`src/rtl/matmul_pkg.sv`:
```
// Shared types, default sizing and helpers for the matmul job sequencer.
//   state_e       : sequencer FSM states
//   len_w/idx_w   : width helpers for 1..MAX counts and 0..MAX-1 indices
//   cfg_in_range  : job-configuration range check (1..max)
package matmul_pkg;

    localparam int unsigned DEF_DATA_WIDTH   = 8;
    localparam int unsigned DEF_WEIGHT_WIDTH = 8;
    localparam int unsigned DEF_OUTPUT_WIDTH = 8;
    localparam int unsigned DEF_MAC_NUM      = 8;
    localparam int unsigned DEF_MAX_K        = 16;
    localparam int unsigned DEF_MAX_COLS     = 16;
    localparam int unsigned DEF_ADDR_W       = 8;
    localparam int unsigned DEF_TIMEOUT      = 64;

    // Width able to hold the value max_v itself (a length).
    function automatic int unsigned len_w(input int unsigned max_v);
        return $clog2(max_v) + 1;
    endfunction

    // Width able to hold 0..max_v-1 (an index), never below 1.
    function automatic int unsigned idx_w(input int unsigned max_v);
        return (max_v > 1) ? $clog2(max_v) : 1;
    endfunction

    // A length is legal when it is 1..max_v.
    function automatic logic cfg_in_range(input int unsigned val, input int unsigned max_v);
        return (val != 0) && (val <= max_v);
    endfunction

    localparam int unsigned K_W       = len_w(DEF_MAX_K);
    localparam int unsigned COL_W     = len_w(DEF_MAX_COLS);
    localparam int unsigned COL_IDX_W = idx_w(DEF_MAX_COLS);
    localparam int unsigned LANE_W    = DEF_MAC_NUM * DEF_DATA_WIDTH;
    localparam int unsigned RES_W     = DEF_MAC_NUM * DEF_OUTPUT_WIDTH;

    typedef enum logic [2:0] {
        S_IDLE      = 3'd0,
        S_STREAM    = 3'd1,
        S_DRAIN     = 3'd2,
        S_WAIT_DONE = 3'd3,
        S_WRITE     = 3'd4
    } state_e;

endpackage

```
`src/rtl/matmul_addr_gen.sv`:
```
// Beat / column / linear operand-address counters for one job.
//   i_load              : latch lengths and clear counters (job start)
//   i_k_len, i_n_cols   : beats per column, columns per job
//   i_step              : advance one beat (holds on the last beat)
//   i_next_col          : move to the next column, address continues linearly
//   o_addr, o_col       : linear address col*K+beat, current column index
//   o_last_beat/o_last_col : terminal-count flags
module matmul_addr_gen
    import matmul_pkg::*;
#(
    parameter int unsigned MAX_K    = DEF_MAX_K,
    parameter int unsigned MAX_COLS = DEF_MAX_COLS,
    parameter int unsigned ADDR_W   = DEF_ADDR_W
) (
    input  logic                          clk_i,
    input  logic                          rst_i,
    input  logic                          i_load,
    input  logic [len_w(MAX_K)-1:0]       i_k_len,
    input  logic [len_w(MAX_COLS)-1:0]    i_n_cols,
    input  logic                          i_step,
    input  logic                          i_next_col,
    output logic [ADDR_W-1:0]             o_addr,
    output logic [idx_w(MAX_COLS)-1:0]    o_col,
    output logic                          o_last_beat,
    output logic                          o_last_col
);

    localparam int unsigned KL_W = len_w(MAX_K);
    localparam int unsigned NC_W = len_w(MAX_COLS);
    localparam int unsigned CI_W = idx_w(MAX_COLS);

    logic [KL_W-1:0]   r_k_len;
    logic [NC_W-1:0]   r_n_cols;
    logic [KL_W-1:0]   r_beat;
    logic [NC_W-1:0]   r_col;
    logic [ADDR_W-1:0] r_addr;

    assign o_last_beat = (r_beat == KL_W'(r_k_len - KL_W'(1)));
    assign o_last_col  = (r_col == NC_W'(r_n_cols - NC_W'(1)));
    assign o_addr      = r_addr;
    assign o_col       = CI_W'(r_col);

    // The address stays on the last beat so it never passes K*N-1.
    always_ff @(posedge clk_i or posedge rst_i) begin
        if (rst_i) begin
            r_k_len  <= '0;
            r_n_cols <= '0;
            r_beat   <= '0;
            r_col    <= '0;
            r_addr   <= '0;
        end else if (i_load) begin
            r_k_len  <= i_k_len;
            r_n_cols <= i_n_cols;
            r_beat   <= '0;
            r_col    <= '0;
            r_addr   <= '0;
        end else if (i_next_col) begin
            r_beat   <= '0;
            r_col    <= r_col + NC_W'(1);
            r_addr   <= r_addr + ADDR_W'(1);
        end else if (i_step && !o_last_beat) begin
            r_beat   <= r_beat + KL_W'(1);
            r_addr   <= r_addr + ADDR_W'(1);
        end
    end

endmodule

```
`src/rtl/matmul_sequencer.sv`:
```
// Job controller feeding Matrix_Multiplier column by column.
//   clk_i/rst_i           : clock, async active-high reset
//   start_i, k_len_i, n_cols_i : job request and shape
//   busy_o, done_o, err_o : job status (done/err are one-cycle pulses)
//   act_*/w_*             : operand buffer read ports (1-cycle latency)
//   mm_*                  : multiplier stream and response
//   res_*                 : result buffer write port, one write per column
module matmul_sequencer
    import matmul_pkg::*;
#(
    parameter  int unsigned DATA_WIDTH   = DEF_DATA_WIDTH,
    parameter  int unsigned WEIGHT_WIDTH = DEF_WEIGHT_WIDTH,
    parameter  int unsigned OUTPUT_WIDTH = DEF_OUTPUT_WIDTH,
    parameter  int unsigned MAC_NUM      = DEF_MAC_NUM,
    parameter  int unsigned MAX_K        = DEF_MAX_K,
    parameter  int unsigned MAX_COLS     = DEF_MAX_COLS,
    parameter  int unsigned ADDR_W       = DEF_ADDR_W,
    parameter  int unsigned TIMEOUT      = DEF_TIMEOUT,
    localparam int unsigned KL_W         = len_w(MAX_K),
    localparam int unsigned NC_W         = len_w(MAX_COLS),
    localparam int unsigned CI_W         = idx_w(MAX_COLS),
    localparam int unsigned DIN_W        = MAC_NUM * DATA_WIDTH,
    localparam int unsigned MM_W         = MAC_NUM * OUTPUT_WIDTH
) (
    input  logic                    clk_i,
    input  logic                    rst_i,
    input  logic                    start_i,
    input  logic [KL_W-1:0]         k_len_i,
    input  logic [NC_W-1:0]         n_cols_i,
    output logic                    busy_o,
    output logic                    done_o,
    output logic                    err_o,
    output logic [ADDR_W-1:0]       act_raddr_o,
    input  logic [DIN_W-1:0]        act_rdata_i,
    output logic [ADDR_W-1:0]       w_raddr_o,
    input  logic [WEIGHT_WIDTH-1:0] w_rdata_i,
    output logic                    mm_en_o,
    output logic                    mm_valid_o,
    output logic [DIN_W-1:0]        mm_din_o,
    output logic [WEIGHT_WIDTH-1:0] mm_win_o,
    input  logic                    mm_done_i,
    input  logic [MM_W-1:0]         mm_matmul_i,
    output logic                    res_we_o,
    output logic [CI_W-1:0]         res_waddr_o,
    output logic [MM_W-1:0]         res_wdata_o
);

    localparam int unsigned TO_W = len_w(TIMEOUT);

    state_e            r_state;
    state_e            w_state_nxt;
    logic              w_err_nxt;
    logic              w_cfg_ok;
    logic              w_load;
    logic              w_next_col;
    logic              w_timeout;
    logic [ADDR_W-1:0] w_addr;
    logic [CI_W-1:0]   w_col;
    logic              w_last_beat;
    logic              w_last_col;
    logic              r_issue;
    logic              r_issue_last;
    logic              r_err;
    logic [TO_W-1:0]   r_wait_cnt;
    logic [MM_W-1:0]   r_result;

    assign w_cfg_ok   = cfg_in_range(32'(k_len_i), MAX_K) && cfg_in_range(32'(n_cols_i), MAX_COLS);
    assign w_load     = (r_state == S_IDLE) && start_i && w_cfg_ok;
    assign w_next_col = (r_state == S_WRITE) && !w_last_col;
    assign w_timeout  = (r_wait_cnt == TO_W'(TIMEOUT - 1));

    matmul_addr_gen #(
        .MAX_K    (MAX_K),
        .MAX_COLS (MAX_COLS),
        .ADDR_W   (ADDR_W)
    ) u_addr_gen (
        .clk_i       (clk_i),
        .rst_i       (rst_i),
        .i_load      (w_load),
        .i_k_len     (k_len_i),
        .i_n_cols    (n_cols_i),
        .i_step      (r_state == S_STREAM),
        .i_next_col  (w_next_col),
        .o_addr      (w_addr),
        .o_col       (w_col),
        .o_last_beat (w_last_beat),
        .o_last_col  (w_last_col)
    );

    // State register.
    always_ff @(posedge clk_i or posedge rst_i) begin
        if (rst_i) r_state <= S_IDLE;
        else       r_state <= w_state_nxt;
    end

    // Next state and error-pulse request.
    always_comb begin
        w_state_nxt = r_state;
        w_err_nxt   = 1'b0;
        case (r_state)
            S_IDLE: begin
                if (start_i) begin
                    if (w_cfg_ok) w_state_nxt = S_STREAM;
                    else          w_err_nxt   = 1'b1;
                end
            end
            S_STREAM:    if (w_last_beat) w_state_nxt = S_DRAIN;
            S_DRAIN:     w_state_nxt = S_WAIT_DONE;
            S_WAIT_DONE: begin
                if (mm_done_i) begin
                    w_state_nxt = S_WRITE;
                end else if (w_timeout) begin
                    w_state_nxt = S_IDLE;
                    w_err_nxt   = 1'b1;
                end
            end
            S_WRITE:     w_state_nxt = w_last_col ? S_IDLE : S_STREAM;
            default:     w_state_nxt = S_IDLE;
        endcase
    end

    // Outputs; the read address reads as 0 whenever the block is idle.
    always_comb begin
        busy_o      = (r_state != S_IDLE);
        act_raddr_o = '0;
        w_raddr_o   = '0;
        res_we_o    = 1'b0;
        res_waddr_o = '0;
        res_wdata_o = '0;
        done_o      = 1'b0;
        err_o       = r_err;
        mm_en_o     = r_issue;
        mm_valid_o  = r_issue_last;
        mm_din_o    = r_issue ? act_rdata_i : '0;
        mm_win_o    = r_issue ? w_rdata_i   : '0;
        if (r_state != S_IDLE) begin
            act_raddr_o = w_addr;
            w_raddr_o   = w_addr;
        end
        if (r_state == S_WRITE) begin
            res_we_o    = 1'b1;
            res_waddr_o = w_col;
            res_wdata_o = r_result;
            done_o      = w_last_col;
        end
    end

    // Issue flag trails the address by one cycle to line up with read data.
    always_ff @(posedge clk_i or posedge rst_i) begin
        if (rst_i) begin
            r_issue      <= 1'b0;
            r_issue_last <= 1'b0;
            r_err        <= 1'b0;
            r_wait_cnt   <= '0;
            r_result     <= '0;
        end else begin
            r_issue      <= (r_state == S_STREAM);
            r_issue_last <= (r_state == S_STREAM) && w_last_beat;
            r_err        <= w_err_nxt;
            if (r_state == S_WAIT_DONE) r_wait_cnt <= r_wait_cnt + TO_W'(1);
            else                        r_wait_cnt <= '0;
            if ((r_state == S_WAIT_DONE) && mm_done_i) r_result <= mm_matmul_i;
        end
    end

endmodule

```
`config.mk`:
```
export PLATFORM = sky130hd
export DESIGN_NAME = matmul_sequencer
export DESIGN_NICKNAME = d
export VERILOG_FILES = /design/src/rtl/matmul_pkg.sv /design/src/rtl/matmul_addr_gen.sv /design/src/rtl/matmul_sequencer.sv
export SDC_FILE = /design/constraint.sdc
export NUM_CORES = 1
export LEC_CHECK = 0
export BUFFER_PORTS_ARGS = -buffer_cell sky130_fd_sc_hd__buf_4
export CORE_ASPECT_RATIO = 0.75
export CORE_MARGIN = 2
export CORE_UTILIZATION = 45
export DETAILED_ROUTE_END_ITERATION = 8
export PLACE_DENSITY = 0.8
export SLEW_MARGIN = 0
export SYNTH_ARGS = -nofsm -noshare
export SYNTH_HDL_FRONTEND = slang
export SYNTH_HIERARCHICAL = 1
export SYNTH_SLANG_ARGS = --single-unit
```
`constraint.sdc`:
```
create_clock -name clk_i -period 4.46 [get_ports clk_i]
set_input_delay 0.892 -clock clk_i [delete_from_list [all_inputs] [get_ports clk_i]]
set_output_delay 0.892 -clock clk_i [all_outputs]
set_load 0.05 [all_outputs]
```
==> flow_summary.ini, run 1 <==
[pwr]
clock_power_share_pct = 15.8
power_density_mw_per_mm2 = 642
seq_power_share_pct = 31.6
total_power_w = 0.00546
leakage_nw = 4.47
p_comb_share_pct = 52.7
intPower_w = 0.00305
p_switching_w = 0.00242
swShare_pct = 44.2
vdd_drop_max_v = 0.000582

[sta]
period_share_pct = 74.3
post-route-min-period_ns = 3.31
skew_ns = 0.0104
hold_viol = 0
max_clock_freq_ghz = 0.302
whs_ns = 0.497
relSlewSlack_pct = 22.8
rsz0062_at_grt = no
setup_viol = 0
finalSetupTns_ns = 0
slew_violations = 0
worstMarginPinSlew_ns = 1.16

[global_route]
grt_use_total_pct = 26.2
grt_pass1_vias = 5074
grt_pass1_wl_um = 27900
grt-ovfl-total = 0
antenna_found_initial = 0
grt_start_max_net_pins = 72

[floorplan]
die_y_um = 103
initial_core_util_pct = 46.7
core_region_area_sq_mm = 0.0125
rows = 35
io_pins = 312
die-area_sq_mm = 0.0139
die_x_um = 135

[clock_network]
cts_tree = yes
clk_pin_slew_ns = 0.07
post_cts_buffers = 0
cts.sinks = 105
cts-resized-gates = 0
clockRootBuffer = clkbuf_16
clk_latency_ns = 0.34
hold_buffers = 0
h-tree-depth = 3
cts_buffers = 9
cts_max_path_buffers = 2

[layout]
diodes = 0
drive_gt1_share_pct = 51.1
syn_to_final_growth_pct = 46.0
finalNetCount = 968
final_cell_area_sq_mm = 0.00851
stdcell_count = 982

[yosys]
ys_warn_count = 6
synth-async-reset-ratio_pct = 100
synth_cells = 525
synth_xor_area_share_pct = 4.21
yosysSeqAreaShare_pct = 45.1
synth-simple-area-share_pct = 23.4
syn-cell-area_sq_mm = 0.00583
syn_nets = 681
synth_edf_count = 0
yosys.area_share.adder_pct = 1.29
yosys.area.top_type_share_pct = 45.1
syn_avg_cell_area_sq_um = 11.1
synth_top_family_by_area = simple AND/OR/NAND/NOR gates
synth_mux_area_share_pct = 17.8
synth_area_leaders = dfrtp_1 (45%), and2_1 (15%), mux2_4 (13%)
netlist-cell-type-count = 42
yosysTopAreaCell = dfrtp_1
ys.flop_type = dfrtp_1
synth_compound_area_share_pct = 3.28
ys_ff_latch = 105

[route]
drc = 0
vias = 4906
wire_per_inst_um = 19.1
drt-initial-drc-count = 147
finalWirelength_um = 18800
drt_pass1_iterations = 4
antenna_left = 0
viasPerCell = 5.00

[placement]
portBuffers = 311
gp_congestion = 0.842
place_inst = 967
postPlaceCellArea_sq_mm = 0.00819
hpwlAfterDp_um = 14600

[status]
status = complete, no violations

[worst_setup_path]
crit_fanout = 4
crit_type = reg -> out
critPathCaptureType = primary output
cp_data_arrival_time_ns = 2.42
worst_setup_path_start_kind = flop
cp_data_required_time_ns = 3.57

[job]
cap_viol_max_count = 0

[worst_hold_path]
hold_class = reg -> reg
-- critical path, stage by stage (launching register included) --
cell     delay [ns]
dfrtp_1        0.41
inv_1          0.08
ha_1           0.23
nand3_1        0.11
o21ai_0        0.10
nor2_1         0.06
a21oi_1        0.11
a21oi_1        0.07
nor4_1         0.51
and2_1         0.21
buf_4          0.19
-- placed cells by master, fill, tap and decap left out, drive strengths merged, types with 7 or more instances in the layout --
cell	synthesis	layout
clkbuf	21	9
o21ai	11	11
a21oi	7	7
mux2	73	73
nor2	22	22
and2	144	144
buf	20	317
nand2	11	11
xor2	14	14
dfrtp	105	105
nor3	7	7
inv	12	15
xnor2	14	14
nand3	11	11
nor2b	14	14
-- synthesized netlist by cell type, types with 2 or more instances --
cell	number
and2_1	144
nor4_1	4
nand4_1	3
or3_1	3
mux2_2	24
mux2_4	49
ha_1	6
dfrtp_1	105
xor2_1	14
nand3b_1	2
buf_6	6
o21ai_0	11
xnor2_1	14
a211oi_1	4
nor2b_1	14
buf_4	12
nand2_1	10
nor2_1	22
and3_2	2
clkbuf_1	21
inv_1	11
nor3_1	7
a21oi_1	6
nand3_1	11
mux2i_1	3
-- registers in the layout, summed over array words and instances (netlist names) --
signal               flops
r_result                64
u_addr_gen/o_addr        8
r_wait_cnt               7
u_addr_gen/r_beat        5
u_addr_gen/r_col         5
u_addr_gen/r_k_len       5
u_addr_gen/r_n_cols      5
r_state                  3
err_o                    1
mm_en_o                  1
mm_valid_o               1
-- cell families (layout without fill, tap and decap cells) --
kind of cell / Yosys count / count (layout)
xor+xnor: 28 / 28
fa+ha+maj: 6 / 6
flops: 105 / 105
compound gates: 27 / 27
simple gates: 230 / 230
mux: 76 / 76
buf+inv: 53 / 344
-- power groups by stage --
stage / registers (W) / clock network, W / logic [W]
after floorplan: 0.00161 / 0 / 0.00216
after global placement: 0.00169 / 0 / 0.00281
after detailed placement: 0.00172 / 0 / 0.00288
after CTS: 0.00171 / 0.000880 / 0.00290
after global routing: 0.00178 / 0.000918 / 0.00303
final: 0.00172 / 0.000863 / 0.00288
-- cell type report --
class	instances	area [sq um]
fillers	942	3970
flip-flops and latches	105	2630
repair buffers	317	2380
well taps	166	208
clock buffers	9	225
multi-input cells	367	2930
clock inverters	6	97.6
inverters	12	45.0
-- layer usage --
| layer | up-vias | global-route usage [%] | share of wire [%] |
|---|---|---|---|
| met2 | 180 | 46.8 | 52 |
| met5 | - | 0 | 0 |
| met4 | 0 | 10.8 | 3.6 |
| met3 | 38 | 5.85 | 5.9 |
| li1 | 2276 | - | - |
| met1 | 2412 | 31.2 | 39 |
-- through the flow --
step	utilization, %	worst slack (ns)
4_1_cts	68.2	1.18
6_report	68.2	1.15
3_3_place_gp	65.6	1.65
5_1_grt	68.2	0.930
3_5_place_dp	65.6	1.56
2_1_floorplan	-	1.60
-- path summary, 6_finish.rpt --
kind                                             start                    to  slack, ns  cells past startpoint
worst max-delay path            u_addr_gen/r_n_cols[0]                done_o       1.15                     10
worst min-delay path                      r_result[23]          r_result[23]       0.50                      1
worst max register to register  u_addr_gen/r_n_cols[0]  u_addr_gen/o_addr[7]       1.49                     13
worst min register to register            r_result[23]          r_result[23]       0.50                      1
max in group asynchronous                        rst_i          r_result[51]       2.69                      3
min in group asynchronous                        rst_i          r_result[30]       0.78                      2
Note: power is estimated with default switching activity, not from simulation.
==> run 2: changes to the inputs <==
--- a/config.mk
+++ b/config.mk
@@ -5,12 +5,13 @@
 export SDC_FILE = /design/constraint.sdc
 export NUM_CORES = 1
 export LEC_CHECK = 0
+export ABC_AREA = 1
 export BUFFER_PORTS_ARGS = -buffer_cell sky130_fd_sc_hd__buf_4
 export CORE_ASPECT_RATIO = 0.75
 export CORE_MARGIN = 2
 export CORE_UTILIZATION = 45
 export DETAILED_ROUTE_END_ITERATION = 8
-export PLACE_DENSITY = 0.8
+export PLACE_DENSITY = 0.79
 export SLEW_MARGIN = 0
 export SYNTH_ARGS = -nofsm -noshare
 export SYNTH_HDL_FRONTEND = slang
==> constraint.sdc (replaced) <==
create_clock -name clk_i -period 3.3 [get_ports clk_i]
set_input_delay 0.66 -clock clk_i [delete_from_list [all_inputs] [get_ports clk_i]]
set_output_delay 0.66 -clock clk_i [all_outputs]
set_load 0.05 [all_outputs]
==> run 2 against run 1 <==
Utilization decreased by 1.9 points. Critical path depth decreased by 1. Die area increased by 5.1%. Clock skew increased by 0.00054 ns. First-iteration DRC count increased by 120%. Synthesized cell count increased by 64%. Sequential power increased by 28%. Flip-flop and latch count unchanged. Critical endpoint unchanged. Largest power group unchanged.
==> flow_summary.ini, run 2 <==
[status]
status = complete, no violations

[route]
drc = 0
drt_pass1_iterations = 5
viasPerCell = 4.61
antenna_left = 0
vias = 6088
finalWirelength_um = 18200
drt-initial-drc-count = 324
wire_per_inst_um = 13.7

[worst_setup_path]
crit_type = reg -> out
worstSetupPathDepth = 9
max_stage_delay_ns = 0.40
path_cells = inv_2 > ha_1 > xnor2_1 > a21oi_1 > nand2_1 > nor3_1 > inv_1 > nor2_1 > buf_4
cp_data_required_time_ns = 2.64
reg2reg_to = u_addr_gen/o_addr[6]
critPathCaptureType = primary output
crit_buf_inv = 3
crit_fanout = 4
startpoint = u_addr_gen/r_n_cols[0]
cp_data_arrival_time_ns = 2.22
crit_family = simple AND/OR/NAND/NOR gates
reg2reg_slack_ns = 0.76
r2r_cells = 11
r2r_start = u_addr_gen/r_n_cols[0]
worst_setup_path_start_kind = flop
crit_end = done_o
slowest_stage = nor3_1

[global_route]
grt-ovfl-total = 0
grt_use_total_pct = 24.5
grt_pass1_vias = 5768
grt_start_max_net_pins = 48
antenna_found_initial = 1
grt_pass1_wl_um = 28900

[layout]
top_register = r_result
layout_common_cells = buf_4 (321), nand2_1 (218), inv_1 (190)
finalNetCount = 1301
drive_gt1_share_pct = 35.3
largest_reg_flops = 64
syn_to_final_growth_pct = 42.0
layout_commonest_cell = buf_4
fillerInstances = 1166
post-route-util_pct = 66.3

[pwr]
leakage_nw = 5.19
power_density_mw_per_mm2 = 853
vdd_drop_max_v = 0.000585

[placement]
gp_congestion = 0.889
hpwlAfterDp_um = 14300
pre_cts_ws_ns = 0.808
portBuffers = 311

[sta]
rsz0062_at_grt = no
hold_viol = 0
skew_ns = 0.0110
relSlewSlack_pct = 25.3
slew_violations = 0
post-route-min-period_ns = 2.88
finalSetupTns_ns = 0
worstMarginPinSlew_ns = 1.12
setup_viol = 0
max_clock_freq_ghz = 0.347
setup_slack_ns = 0.417
period_share_pct = 87.4

[floorplan]
die_x_um = 139
initial_core_util_pct = 46.7
rows = 36
die_y_um = 105
die-area_sq_mm = 0.0146
core_region_area_sq_mm = 0.0132
io_pins = 312

[clock_network]
post_cts_buffers = 0
clockRootBuffer = clkbuf_16
h-tree-depth = 3
cts.sinks = 105
clk_pin_slew_ns = 0.07
cts_buffers = 9
hold_buffers = 0
cts-resized-gates = 0
clk_latency_ns = 0.35
cts_tree = yes
cts_max_path_buffers = 2

[yosys]
netlist-cell-type-count = 28
syn_nets = 1018
synth-async-reset-ratio_pct = 100
synth_edf_count = 0
synthMostInstantiatedCell = nand2_1
syn_avg_cell_area_sq_um = 7.12
yosysSeqAreaShare_pct = 42.8
synth_area_leaders = dfrtp_1 (43%), nand2_1 (13%), inv_1 (12%)
yosysTopAreaCell = dfrtp_1
yosys.area.top_type_share_pct = 42.8
ys_warn_count = 6
syn-cell-area_sq_mm = 0.00614
ys_ff_latch = 105
ys.flop_type = dfrtp_1
synth_cells = 862
yosys-top-cells-count = nand2_1 (218), inv_1 (191), nor2_1 (116)

[job]
cap_viol_max_count = 0

[worst_hold_path]
hold_class = in -> async
[run 2: layout make-up]
class	instances	area (sq um)	share of cell area [%]
clock inverter	7	52.6	0.603
inverter	201	754	8.66
clock buffer	9	225	2.58
sequential	105	2630	30.2
timing repair buffer	322	2430	27.9
antenna	1	2.50	0.0287
tap	171	214	2.45
multi-input combinational	506	2410	27.6
[run 2: how the worst min path moves through the flow]
stage | startpoint | end | slack (ns) | depth (start not counted)
2_1_floorplan | r_wait_cnt[0] | r_wait_cnt[0] | 0.43 | 1
3_3_place_gp | r_wait_cnt[0] | r_wait_cnt[0] | 0.45 | 1
6_report | rst_i | r_result[61] | 0.30 | 2
5_1_grt | rst_i | r_result[58] | 0.33 | 2
4_1_cts | rst_i | r_result[61] | 0.31 | 2
3_5_place_dp | r_wait_cnt[0] | r_wait_cnt[0] | 0.47 | 1
[run 2: cells by family (layout without fill, tap and decap cells)]
family	after synthesis	count (layout)	share of synthesized area, %
compound gates	90	90	9.60
other cells	0	1	0
xor+xnor	12	12	1.71
flops	105	105	42.8
fa+ha+maj	6	6	1.22
simple gates	398	398	26.7
buf+inv	251	539	18.0
[run 2: worst reg2reg max path, stage by stage (launching register included)]
cell and delay [ns]:
dfrtp_1 0.36, inv_2 0.05, ha_1 0.30, xnor2_1 0.14, a21oi_1 0.12, nand2_1 0.07
nor3_1 0.40, nor2_1 0.29, nor2_4 0.37, nand2_4 0.17, nand2_1 0.10, nand2_1 0.05
[run 2: report_power, final]
part / total [W] / internal [W] / switching (W)
Sequential: 0.00220 / 0.00185 / 0.000351
Combinational: 0.00424 / 0.00134 / 0.00290
Clock: 0.00100 / 0.000517 / 0.000485
Total: 0.00744 / 0.00371 / 0.00373
[run 2: layer usage]
| layer | wire length (um) | vias up | track usage, % | part of all wire, % |
|---|---|---|---|---|
| met1 | 7730 | 2781 | 31.3 | 43 |
| met3 | 1130 | 20 | 6.10 | 6.2 |
| met2 | 9040 | 196 | 42.1 | 50 |
| met4 | 272 | 0 | 5.77 | 1.5 |
| met5 | 0 | - | 0 | 0 |
| li1 | - | 3091 | - | - |
[run 2: through the flow]
step           instance area (sq um)  total power, W  hold WS (ns)  instances
2_1_floorplan                   6140         0.00540         0.433        862
3_3_place_gp                    8440         0.00638         0.454       1305
3_5_place_dp                    8440         0.00646         0.466       1305
4_1_cts                         8710         0.00749         0.308       1321
5_1_grt                         8720         0.00799         0.331       1322
6_report                        8720         0.00744         0.305       1322
